## src/rtl/cpld_iox_pkg.sv

```systemverilog
// cpld_iox_pkg: frame layout shared by the CPLD I/O expander and its bench
package cpld_iox_pkg;
   localparam int FRAME_W   = 16;
   localparam int LED_LSB   = 0;
   localparam int DISP_LSB  = 8;
   localparam int DIPSW_LSB = 1;
   localparam int NAVSW_LSB = 9;
   localparam int DSEL_BIT  = 14;
   typedef logic [FRAME_W-1:0] frame_t;
   function automatic frame_t tx_word(input logic dsel, input logic [4:0] nav, input logic [7:0] dip);
      frame_t w = '0;
      w[DSEL_BIT]        = dsel;
      w[NAVSW_LSB +: 5]  = nav;
      w[DIPSW_LSB +: 8]  = dip;
      return w;
   endfunction
endpackage

```

## src/rtl/cpld_iox_sync_edge.sv

```systemverilog
// cpld_iox_sync_edge: N-stage synchronizer, W bits wide, with registered rise/fall pulses
module cpld_iox_sync_edge #(
   parameter int N = 2,
   parameter int W = 1
) (
   input  logic         clk,
   input  logic         rstn,
   input  logic [W-1:0] d,
   output logic [W-1:0] q,
   output logic [W-1:0] rise,
   output logic [W-1:0] fall
);
   logic [N-1:0][W-1:0] s;
   always_ff @(posedge clk)
      if (!rstn) begin
         s    <= '0;
         rise <= '0;
         fall <= '0;
      end else begin
         s    <= {s[N-2:0], d};
         rise <= s[N-2] & ~s[N-1];
         fall <= ~s[N-2] & s[N-1];
      end
   assign q = s[N-1];
endmodule

```

## src/rtl/cpld_io_expander.sv

```systemverilog
// cpld_io_expander: board-side end of the serial I/O link (LED / two digits in, switches out).
// Define CPLD_IOX_DEBOUNCE_EN to synchronize and debounce dipsw_in/navsw_in.
module cpld_io_expander import cpld_iox_pkg::*; #(
   parameter int SYNC_STAGES     = 2,
   parameter int DEBOUNCE_CYCLES = 16
) (
   input  logic       clk,
   input  logic       rstn,
   input  logic       cpld_rstn,
   input  logic       cpld_clk,
   input  logic       cpld_load,
   input  logic       cpld_mosi,
   output logic       cpld_miso,
   input  logic [7:0] dipsw_in,
   input  logic [4:0] navsw_in,
   output logic [7:0] led_out,
   output logic [7:0] dig0_out,
   output logic [7:0] dig1_out,
   output logic       frame_done,
   output logic       frame_err
);
   logic       clk_rise, clk_fall, unused_clk_s;
   logic       link_rstn_s, load_s, mosi_s;
   logic [2:0] unused_rise, unused_fall;
   logic       srst, accept, dig_sel;
   logic [3:0] bit_cnt;
   logic [7:0] dip_v;
   logic [4:0] nav_v;
   frame_t     rx_shr, tx_shr, rx_next;

   cpld_iox_sync_edge #(.N(SYNC_STAGES), .W(1)) u_clk_sync (
      .clk(clk), .rstn(rstn), .d(cpld_clk), .q(unused_clk_s), .rise(clk_rise), .fall(clk_fall)
   );
   cpld_iox_sync_edge #(.N(SYNC_STAGES), .W(3)) u_lvl_sync (
      .clk(clk), .rstn(rstn), .d({cpld_rstn, cpld_load, cpld_mosi}),
      .q({link_rstn_s, load_s, mosi_s}), .rise(unused_rise), .fall(unused_fall)
   );

   assign srst    = !rstn || !link_rstn_s;
   assign rx_next = {mosi_s, rx_shr[FRAME_W-1:1]};
   assign accept  = clk_rise & load_s;

`ifdef CPLD_IOX_DEBOUNCE_EN
   localparam int CW = $clog2(DEBOUNCE_CYCLES);
   logic [12:0] sw_raw, sw_db;
   assign sw_raw = {navsw_in, dipsw_in};
   for (genvar i = 0; i < 13; i++) begin : g_db
      logic [1:0]    sy;
      logic [CW-1:0] cnt;
      logic          db;
      // a new level must persist DEBOUNCE_CYCLES consecutive cycles before it is taken
      always_ff @(posedge clk)
         if (srst) begin
            sy  <= '0;
            cnt <= '0;
            db  <= 1'b0;
         end else begin
            sy <= {sy[0], sw_raw[i]};
            if (sy[1] == db) cnt <= '0;
            else if (cnt == CW'(DEBOUNCE_CYCLES - 1)) begin
               db  <= sy[1];
               cnt <= '0;
            end else cnt <= cnt + CW'(1);
         end
      assign sw_db[i] = db;
   end
   assign {nav_v, dip_v} = sw_db;
`else
   assign dip_v = dipsw_in;
   assign nav_v = navsw_in;
`endif

   always_ff @(posedge clk)
      if (srst) begin
         rx_shr     <= '0;
         tx_shr     <= '0;
         bit_cnt    <= '0;
         dig_sel    <= 1'b0;
         led_out    <= '0;
         dig0_out   <= '0;
         dig1_out   <= '0;
         cpld_miso  <= 1'b0;
         frame_done <= 1'b0;
         frame_err  <= 1'b0;
      end else begin
         frame_done <= accept;
         cpld_miso  <= tx_shr[0];
         if (clk_rise) begin
            rx_shr  <= rx_next;
            bit_cnt <= accept ? 4'd0 : bit_cnt + 4'd1;
         end
         if (accept) begin
            led_out <= rx_next[LED_LSB +: 8];
            if (dig_sel) dig1_out <= rx_next[DISP_LSB +: 8];
            else dig0_out <= rx_next[DISP_LSB +: 8];
            dig_sel <= ~dig_sel;
            tx_shr  <= tx_word(~dig_sel, nav_v, dip_v);
            if (bit_cnt != 4'd15) frame_err <= 1'b1;
         end else if (clk_fall) tx_shr <= {1'b0, tx_shr[FRAME_W-1:1]};
      end
endmodule
```

## config.mk

```make
export PLATFORM = sky130hd
export DESIGN_NAME = cpld_io_expander
export DESIGN_NICKNAME = d
export VERILOG_FILES = /design/src/rtl/cpld_iox_pkg.sv /design/src/rtl/cpld_iox_sync_edge.sv /design/src/rtl/cpld_io_expander.sv
export SDC_FILE = /design/constraint.sdc
export NUM_CORES = 1
export LEC_CHECK = 0
export CAP_MARGIN = 20
export CORE_MARGIN = 10
export CORE_UTILIZATION = 57
export DETAILED_ROUTE_END_ITERATION = 16
export PLACE_DENSITY = 0.84
export SYNTH_ARGS = -nofsm -noshare
export SYNTH_HDL_FRONTEND = slang
export SYNTH_HIERARCHICAL = 1
export SYNTH_SLANG_ARGS = --single-unit
```

## constraint.sdc

```tcl
create_clock -name clk -period 2.8 [get_ports clk]
set_input_delay 0.84 -clock clk [delete_from_list [all_inputs] [get_ports clk]]
set_output_delay 0.84 -clock clk [all_outputs]
set_load 0.05 [all_outputs]
```

# After elaboration in Yosys (flattened, before gate mapping)
# Index checks and enable logic that the tools add are counted.
# word_totals
input_bits	19
output_inout_bits	27
reg_bits	73
word_cells	36
# classes
n_bitwise	6
eq_ne	1
n_mux	3
reduce_logical	8
add_sub_neg	1
# op_table
cell	n
$mux W15	2
$reduce_and A2 Y1	3
$add A4 B1 Y4 const B	1
$mux W4	1
$ne A4 B4 Y1 const B	1
$and A1 B1 Y1	3
$not A1 Y1	3
$logic_not A1 Y1	2
$reduce_bool A2 Y1	1
$reduce_or A2 Y1	1
$logic_or A1 B1 Y1	1

# Longest topological paths before layout
# logic_depth
ltp_word	3
ltp_mapped	6
depth_no_buf	4

# Cells and area by module
# The synthesis kept the hierarchy.
# modules_own_cells
module	instances	seq_area_each_um2	cells_per_inst	area_each_um2
cpld_io_expander	1	1241.2	242	2377.3
cpld_iox_sync_edge at u_lvl_sync	1	240.2	28	374.1
cpld_iox_sync_edge at u_clk_sync	1	80.1	8	111.4

# Least setup slack after synthesis
# OpenSTA, ideal clock, no wires.
# synth_path
path_kind	input -> register
startpoint	input rstn
endpoint	register dig_sel
arrival_time_ns	1.322
required_time_ns	2.678
cell_stages	4
n_path_buf	2
setup_ns	0.122
setup_slack_ns	1.357
path_cell_list	nand2_1 > buf_2 > buf_2 > a21oi_1
# synth_between
elab_chain_cells	2
# synth_rtl
element	line_no	text
from (decl)	cpld_io_expander.sv:8	input logic rstn,
$logic_not A1 Y1	cpld_io_expander.sv:39	assign srst = !rstn || !link_rstn_s;
$logic_or A1 B1 Y1	cpld_io_expander.sv:39	
to (signal assigned)	cpld_io_expander.sv:96	dig_sel <= ~dig_sel;
to (decl)	cpld_io_expander.sv:25	logic srst, accept, dig_sel;
# No other way between the ends.
# A chain may end at the register's enable or synchronous reset.

# Worst setup path in the final report
# layout_path
startpoint	register dig1_out[7]
endpoint	output dig1_out[7]
# layout_rtl
element	line_no	text
from (decl)	cpld_io_expander.sv:18	output logic [7:0] dig1_out,
from (signal assigned)	cpld_io_expander.sv:94	if (dig_sel) dig1_out <= rx_next[DISP_LSB +: 8];
# No word-level cell between the ends.

==> results.py <==
metrics = {
    "layout": {
        "synthToLayoutAreaGrowth_pct": 20.9,
        "final_layout_size_suffix_gt1_share_pct": 9.48,
        "fill_cells": 343,
        "antenna_cells": 0,
        "nets": 321,
    },
    "worst_setup_path": {
        "r2r_start": "u_clk_sync/rise",
        "reg2reg_slack_ps": 940,
        "cp_top_family": "buffers and inverters",
        "cp_max_fo": 2,
        "max_stage_delay_ps": 820,
        "startpoint": "dig1_out[7]",
        "startpoint_type": "register",
        "crit_buf_inv": 1,
        "rr_worst_depth": 3,
        "crit_path_end_kind": "primary output",
        "crit_chain": "clkdlybuf4s50_1",
        "worstPathRequired_ps": 1960,
        "cp.depth": 1,
        "reg2reg_to": "tx_shr[0]",
        "crit_slowest_cell": "clkdlybuf4s50_1",
        "worstPathArrival_ps": 1530,
        "endpoint": "dig1_out[7]",
        "critPathKind": "register to primary output",
    },
    "floorplan": {
        "pin_count": 46,
        "start_util_pct": 60.1,
        "coreArea_um2": 4470,
        "die_x_um": 88.7,
        "die_area_um2": 7860,
        "core.rowCount": 24,
        "die_h_um": 88.7,
    },
    "timing": {
        "finalCritPeriodShare_pct": 84.7,
        "fmax_ghz": 0.421,
        "setup_tns_ps": 0,
        "worstMarginPinSlew_ps": 788,
        "max-slew-margin-rel_pct": 47.4,
        "finalMaxSlewViolations": 0,
        "hold_viol": 0,
        "finalClockSkew_ps": 6.75,
        "setup_viol": 0,
        "rsz0062_at_grt": "no",
        "timing.final.crit_period_ps": 2370,
    },
    "yosys": {
        "syn_nets": 286,
        "syn_avg_cell_area_um2": 10.1,
        "yosysWarnings": 6,
        "syn_inst": 266,
        "syn_area_um2": 2690,
    },
    "clock_tree": {
        "clk_pin_slew_worst_paths_ps": 70,
        "htree_levels": 3,
        "clock_latency_ps": 350,
        "cts_tree": "done",
        "cts_root_buffer": "clkbuf_8",
        "clock_path_buffers": 2,
        "post-cts-setup-buffers": 0,
        "cts_resized": 0,
        "cts_sinks": 72,
        "cts_made_buffers": 9,
        "ctsHoldBuffers": 0,
    },
    "pwr": {
        "power_density_nw_per_um2": 589,
        "switching_share_pct": 20.4,
        "p_int_mw": 1.52,
        "pwr-share-clk_pct": 42.9,
        "power_mw": 1.91,
        "power_frac_comb_pct": 2.9,
        "p_sw_uw": 390,
        "seqPwrFrac_pct": 54.3,
        "ir_worst_vdd_uv": 404,
        "leakage_nw": 1.11,
    },
    "drt": {
        "drtIter0Drc": 104,
        "drt-total-wl_mm": 5.30,
        "vias_per_cell": 5.27,
        "ant_nets": 0,
        "drt-wirelength-per-cell_um": 14.8,
        "num_vias": 1887,
        "dr.pass1.iters": 4,
        "drcViolationCount": 0,
    },
    "global_route": {
        "grt_pass1_vias": 1877,
        "grt.total_usage_pct": 14.8,
        "grt_max_degree": 42,
        "grt_pass1_wl_mm": 9.05,
        "overflow": 0,
        "antenna_found_initial": 0,
    },
    "hold_path": {
        "hold_depth": 1,
        "hp-start": "u_lvl_sync/s[2]",
        "hold_class": "register to register",
    },
    "outcome": {
        "status": "finished clean",
    },
    "placement": {
        "dp_hpwl_mm": 3.45,
        "numPortBuffers": 45,
        "gp_congestion": 0.734,
    },
    "run": {
        "maxCapViolations": 0,
    },
}
==> power groups by stage <==
stage / Combinational (mW) / Clock (mW) / Sequential [mW]
3_3_place_gp: 0.0545 / 0 / 1.06
3_5_place_dp: 0.0547 / 0 / 1.06
6_report: 0.0550 / 0.820 / 1.04
5_1_grt: 0.0594 / 0.877 / 1.04
4_1_cts: 0.0554 / 0.829 / 1.04
2_1_floorplan: 0.0373 / 0 / 1.06
==> cell usage in the layout, fill, tap and decap left out <==
master            n
a21oi_1          18
buf_4             1
ha_1              1
clkinv_2          2
nand3_2           1
mux2i_1          38
clkdlybuf4s50_1  45
and3_1            1
nor2_1           43
buf_12            1
a211oi_2          2
nand3_1          10
dfxtp_1          72
nand4_1           1
nand3b_1          2
clkbuf_1          2
a211oi_1         11
and2_1            2
bufinv_16         1
nand2_2           2
xnor2_1           1
a21oi_2           1
clkbuf_8         11
and3b_1           2
nand2_1          26
and2_2            7
xor2_1            2
==> worst min-delay path by stage <==
stage	slack, ps	endpoint
detailed placement	430	u_lvl_sync/q[2]
CTS	440	u_lvl_sync/q[2]
global placement	420	u_lvl_sync/q[2]
finish	440	u_lvl_sync/q[2]
global route	450	u_lvl_sync/q[2]
floorplan	420	u_lvl_sync/q[0]
==> per-stage QoR <==
step | std cells | hold WS [ps] | setup slack (ps) | instance area [um2] | util, %
floorplan | 266 | 420 | 1360 | 2690 | -
global placement | 342 | 425 | 530 | 3050 | 68.2
detailed placement | 342 | 429 | 486 | 3050 | 68.2
CTS | 358 | 441 | 415 | 3250 | 72.7
global route | 358 | 446 | 387 | 3250 | 72.7
finish | 358 | 437 | 427 | 3250 | 72.7
==> flip-flops by register name, summed over array words and instances, names as in the netlist, 3 cells and up <==
register,flops
bit_cnt,4
dig0_out,8
dig1_out,8
led_out,8
rx_shr,15
tx_shr,15
u_lvl_sync/q,3
u_lvl_sync/s,3
==> final cells by class <==
type	instances	area, um2	area share (%)
Sequential cell	72	1440	44.3
Multi-Input combinational cell	171	1070	32.8
Timing Repair Buffer	47	478	14.7
Clock buffer	13	159	4.89
Tap cell	52	65.1	2.00
Clock inverter	3	40.0	1.23
==> layer usage <==
metal	vias up	wire length (um)	GRT usage [%]
li1	967	-	-
met4	0	115	7.93
met5	-	0	0
met1	866	2430	17.8
met3	14	405	6.89
met2	40	2360	21.7
(Power assumes the default switching activity.)
